$ cat src/rtl/timer_cmp_multi.sv
// Prescaled timer (free-run or auto-reload) with NUM_CH sticky compare flags; optional TIMER_CAPTURE_EN capture.
// Status/ovf update on the tick edge, irq is a pure register OR; capture lands 3 cycles after cap_in rises; no backpressure.
module timer_cmp_multi #(
   parameter int WIDTH  = 32,
   parameter int NUM_CH = 4,
   parameter int PRE_W  = 8
) (
   input  logic                    clk,
   input  logic                    rst_n,
   input  logic                    en,
   input  logic                    clr,
   input  logic [PRE_W-1:0]        prescale,
   input  logic                    reload_en,
   input  logic [WIDTH-1:0]        top,
   input  logic [NUM_CH*WIDTH-1:0] cmp_val,
   input  logic [NUM_CH-1:0]       cmp_en,
   input  logic [NUM_CH-1:0]       status_clr,
   input  logic                    cap_in,
   output logic [WIDTH-1:0]        timer,
   output logic [NUM_CH-1:0]       status,
   output logic                    ovf,
   output logic                    irq,
   output logic [WIDTH-1:0]        cap_val,
   output logic                    cap_flag
);

   logic [PRE_W-1:0]  pre_cnt;
   logic              tick;
   logic              at_wrap;
   logic [NUM_CH-1:0] match;

   // clr outranks the tick, so a clearing cycle neither advances nor matches
   assign tick    = en && !clr && (pre_cnt == prescale);
   assign at_wrap = reload_en ? (timer == top) : (timer == {WIDTH{1'b1}});

   always_ff @(posedge clk or negedge rst_n) begin
      if (!rst_n) begin
         pre_cnt <= '0;
      end else if (clr) begin
         pre_cnt <= '0;
      end else if (en) begin
         pre_cnt <= tick ? '0 : pre_cnt + 1'b1;
      end
   end

   always_ff @(posedge clk or negedge rst_n) begin
      if (!rst_n) begin
         timer <= '0;
         ovf   <= 1'b0;
      end else if (clr) begin
         timer <= '0;
         ovf   <= 1'b0;
      end else if (tick) begin
         timer <= at_wrap ? '0 : timer + 1'b1;
         if (at_wrap) begin
            ovf <= 1'b1;
         end
      end
   end

   always_comb begin
      match = '0;
      for (int i = 0; i < NUM_CH; i++) begin
         match[i] = tick && cmp_en[i] && (timer == cmp_val[i*WIDTH +: WIDTH]);
      end
   end

   // a match in the same cycle as its clear leaves the flag set
   always_ff @(posedge clk or negedge rst_n) begin
      if (!rst_n) begin
         status <= '0;
      end else begin
         status <= (status & ~status_clr) | match;
      end
   end

   assign irq = |status;

`ifdef TIMER_CAPTURE_EN
   logic cap_s0;
   logic cap_s1;
   logic cap_s2;
   logic cap_edge;

   always_ff @(posedge clk or negedge rst_n) begin
      if (!rst_n) begin
         cap_s0 <= 1'b0;
         cap_s1 <= 1'b0;
         cap_s2 <= 1'b0;
      end else begin
         cap_s0 <= cap_in;
         cap_s1 <= cap_s0;
         cap_s2 <= cap_s1;
      end
   end

   assign cap_edge = cap_s1 && !cap_s2;

   always_ff @(posedge clk or negedge rst_n) begin
      if (!rst_n) begin
         cap_val  <= '0;
         cap_flag <= 1'b0;
      end else if (cap_edge) begin
         cap_val  <= timer;
         cap_flag <= 1'b1;
      end else if (clr) begin
         cap_flag <= 1'b0;
      end
   end
`else
   logic unused_cap_in;
   assign unused_cap_in = cap_in;
   assign cap_val       = '0;
   assign cap_flag      = 1'b0;
`endif

endmodule

$ cat config.mk
export PLATFORM = sky130hd
export DESIGN_NAME = timer_cmp_multi
export DESIGN_NICKNAME = d
export VERILOG_FILES = /design/src/rtl/timer_cmp_multi.sv
export SDC_FILE = /design/constraint.sdc
export NUM_CORES = 1
export LEC_CHECK = 0
export CORE_MARGIN = 8
export CORE_UTILIZATION = 45
export DETAILED_ROUTE_END_ITERATION = 16
export GPL_ROUTABILITY_DRIVEN = 1
export GPL_TIMING_DRIVEN = 0
export PLACE_DENSITY = 0.86
export SLEW_MARGIN = 20
export SYNTH_ARGS = -nofsm -noshare
export SYNTH_HDL_FRONTEND = slang
export SYNTH_SLANG_ARGS = --single-unit
$ cat constraint.sdc
create_clock -name clk -period 7 [get_ports clk]
set_input_delay 0.7 -clock clk [delete_from_list [all_inputs] [get_ports clk]]
set_output_delay 0.7 -clock clk [all_outputs]
set_load 0.02 [all_outputs]
# Word-level counts from Yosys, hierarchy flattened
# Index checks and enable logic that the tools add are counted.
# totals
inputBits	182
output_inout_bits	71
wordCells	42
register_bits	45
# classes
n_eq_ne	7
n_bitwise	3
add_sub_neg	2
n_mux	10
n_reduce_logical	16
# ops
op	count
equality test 32 bit	5
two-way mux 32 bit	3
adder 32 x 1 -> 32 bit (second input constant)	1
equality test 32 bit (second input constant)	1
two-way mux 8 bit	3
logical AND 1 bit	10
adder 8 x 1 -> 8 bit (second input constant)	1
equality test 8 bit	1
nonzero test 2 bit	3
AND 4 bit	1
two-way mux 1 bit	4
inverter 4 bit	1
bitwise OR 4 bit	1
OR reduction 4 bit	1
AND reduction 2 bit	1
zero test 1 bit	1

# Depth between registers and ports, before layout
# depth
ltp_word	6
mapped_depth	9
depth_no_buf	6

# Least setup slack after synthesis
# OpenSTA, ideal clock, no wires.
# synth_timing
path_kind	input -> register
from	input port reload_en
to	register timer[10]
arrival_time_ns	2.525
cell_stages	9
setup_slack_ns	4.356
t_required_ns	6.881
setup_time_ns	0.119
path_buffers	4
cell_sequence	buf_2 > buf_2 > clkbuf_1 > a21oi_1 > o32ai_1 > or4_4 > o31a_1 > buf_6 > and2_1
# synth_via
elab_chain_len	4
# synth_lines
item	line_no	rtl
from (decl)	13	input logic reload_en,
two-way mux 1 bit	34	assign at_wrap = reload_en ? (timer == top) : (timer == {WIDTH{1'b1}});
two-way mux 32 bit	54	timer <= at_wrap ? '0 : timer + 1'b1;
two-way mux 32 bit	53	end else if (tick) begin
two-way mux 32 bit	50	end else if (clr) begin
to (signal assigned)	54	
to (decl)	19	output logic [WIDTH-1:0] timer,
# Every way passes these cells. The select of a mux whose other input is x is not followed.
# A chain may end at the register's enable or synchronous reset.

# Worst setup path in the final report
# layout_timing
from	input port reload_en
to	register timer[30]
# Same word-level chain as after synthesis.

==> results <==
- Summed over its instances, the top area cell type makes up between 20% and 30% of the synthesized netlist area.
- The footprint of the multi-input gates is 3460 um2.
- For the worst setup path, the data arrival time is around 3.6 ns.
- The share of synthesized registers carrying an async set or reset is between 90% and 100%.
- The cell area that synthesis handed to floorplanning was slightly below 5000 um2.
- The switching fraction of total power is roughly 27%.
- The critical path data required time is 7.24 ns.
- The floorplan has 38 rows.
- The top cell types in the final layout, fill and taps aside, are clkdlybuf4s50_1 (217), xor2_1 (93), xnor2_1 (86).
- The maximum fanout encountered on the critical timing path is 10.
- Summed over all cells, the static leakage comes to ~3 nW.
- The netlist uses 40 different library cells.
- Registers take about 1100 um2.
- The die covers approximately 15,000 um2.
- At the pin with the least slew margin, the transition time is 0.816 ns.
- The biggest area consumer among synthesized cells is dfrtp_1.
- The wire-length estimate of the detail-placed layout is ~19 mm.
- The worst path meets setup with 3.60 ns of slack.
- The number of max-slew violations in the final report came to 0.
- roughly 250 I/O pins were placed.
- The starting density of the core is 46.0%.
- The sequential area share after synthesis is between 20% and 30%.
- The area added between synthesis and finish is 53.2%.
- The design area is 7600 um2.
- For this design the ratio of total power to cell area is 92.3 nW/um2.
- The die is 121 um tall.
- The final hold violation count is 0.
- The number of detailed-routing iterations run before antenna repair is 7.
- Setup repair after global routing left no endpoint under its margin.
- The routed wire length is ~23 mm.
- The cell at the root of the clock tree is clkbuf_8.
- The number of nets with antenna violations after routing is 0.
- The total CTS buffers is 5.
- The initial antenna violation count was 3.
- The total overflow left after global routing is 0.
- The clock tree buffer depth is 2.
- The top layer reached by signal wires is met4.
- The number of clock sinks is 45.
- The aggregate negative setup slack is 0 ns.
- Each instance of the synthesized netlist takes up on average 8.16 um2.
- The run finished with clean final reports.
- For this run, design rule violations remaining after detail routing come to 0.
- The fill cell total of the finished layout is around 870.
- The yosys synthesis warning count is 0.
- Wire segments on met3 add up to 2.36 mm in the final route.
- The path category of the worst min-delay check is input port to async pin.
- The floorplan step set the die width to ~120 um.
- The source-to-sink clock delay at the later pin of the worst-skew pair is 0.32 ns.
- The global placer's final weighted congestion is between 0.9 and 1.
- Global routing used a little under a third of the available tracks.
- The largest net degree at the start of global routing is 33.
- The placed instance area is roughly 7500 um2.
- Leaving out fill and tap cells, the most frequent cell in the layout is clkdlybuf4s50_1.
- After clock tree synthesis, the setup repair step added 0 buffers.
- The type of the setup path with the least slack is input port to flop.
- The number of enable-type register cells in the synthesized netlist is 0.
- Clock-pin slew was measured on the worst setup and hold paths at about 0.09 ns.
- In this run the standard cell core region covers approximately 11,000 um2.
- The number of port buffers is about 220.
- The most instantiated flip-flop cell in the synthesis netlist is dfrtp_1.
- TritonCTS built the clock tree.
- Summed over all nets, the switching power comes to roughly 0.19 mW.
- In this run, the number of DRC markers left after iteration 0 of detailed routing was between 400 and 500.
- The maximum level of the CTS H-tree is 2.
- The endpoint kind of the worst setup timing path is a flop.
- The via count of the first global-routing pass is between 6k and 7k.
- Dividing the detail-routed via count by the number of cells gives 5.80.
- Of the cells placed in the final design, the portion with a size suffix greater than 1 is between 8 and 9%.
- The flip-flop and latch count after synthesis is 45.
- The total number of vias is around 5.9k.
- The normalized max-slew margin is between 40% and 50%.
- Per report_power, the sequential group accounts for 37.3% of the total.
- In the final routing, the length of wire on met1 measures about 8.2 mm.
- STA classifies the critical path startpoint as an input port.
- The maximum clock frequency is between 200 and 300 MHz.
- Synthesis produced a netlist whose cell count is 608.
- Combinational logic is responsible for around a third of the overall power.
- The internal power component is 0.513 mW.
- Setup violations remaining at the end of the flow were counted as 0.
- Dividing the detail-routed wire length by the instance count gives approximately 23 um.
- The wire length on met2 is roughly 12 mm.
- For the final database, setup skew stands at approximately 0.019 ns.
- Gates resized during post-CTS repair numbered 0.
- The number of nets in the final layout is between 1k and 1.5k.
- Max-cap violations in this run came to 0.
- The worst path uses 48.6% of the clock period.
- The count of hold buffers inserted by post-cts repair is 0.
- Yosys attributes the largest share of cell area to dfrtp_1 (23%), xor2_1 (16%), xnor2_1 (15%).
- The worst-case vdd ir drop is around 0.087 mV.
- The minimum setup slack after placement is roughly 3.3 ns.
- The share of total power dissipated in the clock network is 30.8%.
- The wire length of the first global-routing pass is 34.7 mm.
- Counting I/O delays and the setup requirement, the final critical path takes about 3.4 ns.
cell type report:
cell class / instances / area share [%]
diodes: 5 / 0.165
plain buffers: 80 / 6.24
clock buffers: 6 / 1.09
clock inverters: 2 / 0.494
inverters: 8 / 0.395
multi-input cells: 507 / 45.5
flip-flops and latches: 45 / 14.8
well taps: 140 / 2.31
repair buffers: 220 / 29.0
power by group through the flow:
stage               clock network (mW)  logic (mW)  registers [mW]
floorplan                            0      0.0856           0.267
global placement                     0       0.212           0.267
detailed placement                   0       0.218           0.267
CTS                              0.214       0.220           0.262
global route                     0.226       0.237           0.262
finish                           0.216       0.224           0.262
worst max-delay path, cell delays in order:
cell and delay [ns]:
clkdlybuf4s50_1 0.53, buf_2 0.24, buf_2 0.25, clkbuf_1 0.44
a21oi_1 0.14, o32ai_1 0.42, or4_4 0.25, o31a_1 0.32
buf_6 0.19, a21boi_1 0.15
flip-flops by register name (all words and copies together) (netlist names):
register  flops
status        4
pre_cnt       8
timer        32
ovf           1
synthesized netlist by cell type (all sizes together), types with 7 or more instances:
library cell and count:
a21boi 7, a21oi 20, and2 10, buf 61
clkbuf 19, dfrtp 45, inv 8, nand2 49
nand3 19, nand4 39, nand4b 15, nor2 19
nor3 23, nor4 21, nor4b 8, o22ai 12
o32ai 8, or3b 8, xnor2 86, xor2 93
final timing paths:
check | slack [ns] | end | depth (start not counted) | start
setup reg to reg | 4.17 | timer[18] | 8 | timer[13]
hold reg to reg | 0.52 | ovf | 1 | ovf
min in group clk | 0.52 | ovf | 1 | ovf
setup / recovery | 3.60 | timer[30] | 10 | reload_en
max in group asynchronous | 6.22 | timer[25] | 2 | rst_n
hold / removal | 0.28 | pre_cnt[1] | 1 | rst_n
layer usage:
layer / track usage, % / vias up
li1: - / 2582
met1: 32.7 / 2793
met2: 53.7 / 403
met3: 7.54 / 93
met4: 18.0 / 0
met5: 0 / -
metrics by stage:
stage               power (mW)  instances  util [%]  hold slack, ns
detailed placement       0.485       1000      69.2           0.495
CTS                      0.695       1008      70.3           0.290
global placement         0.479        998      68.9           0.500
global route             0.725       1011      70.4           0.291
floorplan                0.352        640         -           0.404
finish                   0.701       1013      70.4           0.284
cell families (layout without fill, tap and decap cells):
| family | count (synthesis) | after routing | synth area share, % |
|---|---|---|---|
| adders and majority gates | 2 | 2 | 0.504 |
| AOI/OAI and AO/OA | 64 | 64 | 8.40 |
| other | 1 | 38 | 0.0756 |
| and+or+nand+nor | 229 | 229 | 26.5 |
| xor gates and xnor gates | 179 | 179 | 31.6 |
| DFF | 45 | 45 | 22.7 |
| buffers and inverters | 88 | 316 | 10.2 |
Power figures use the tool's default switching activity.
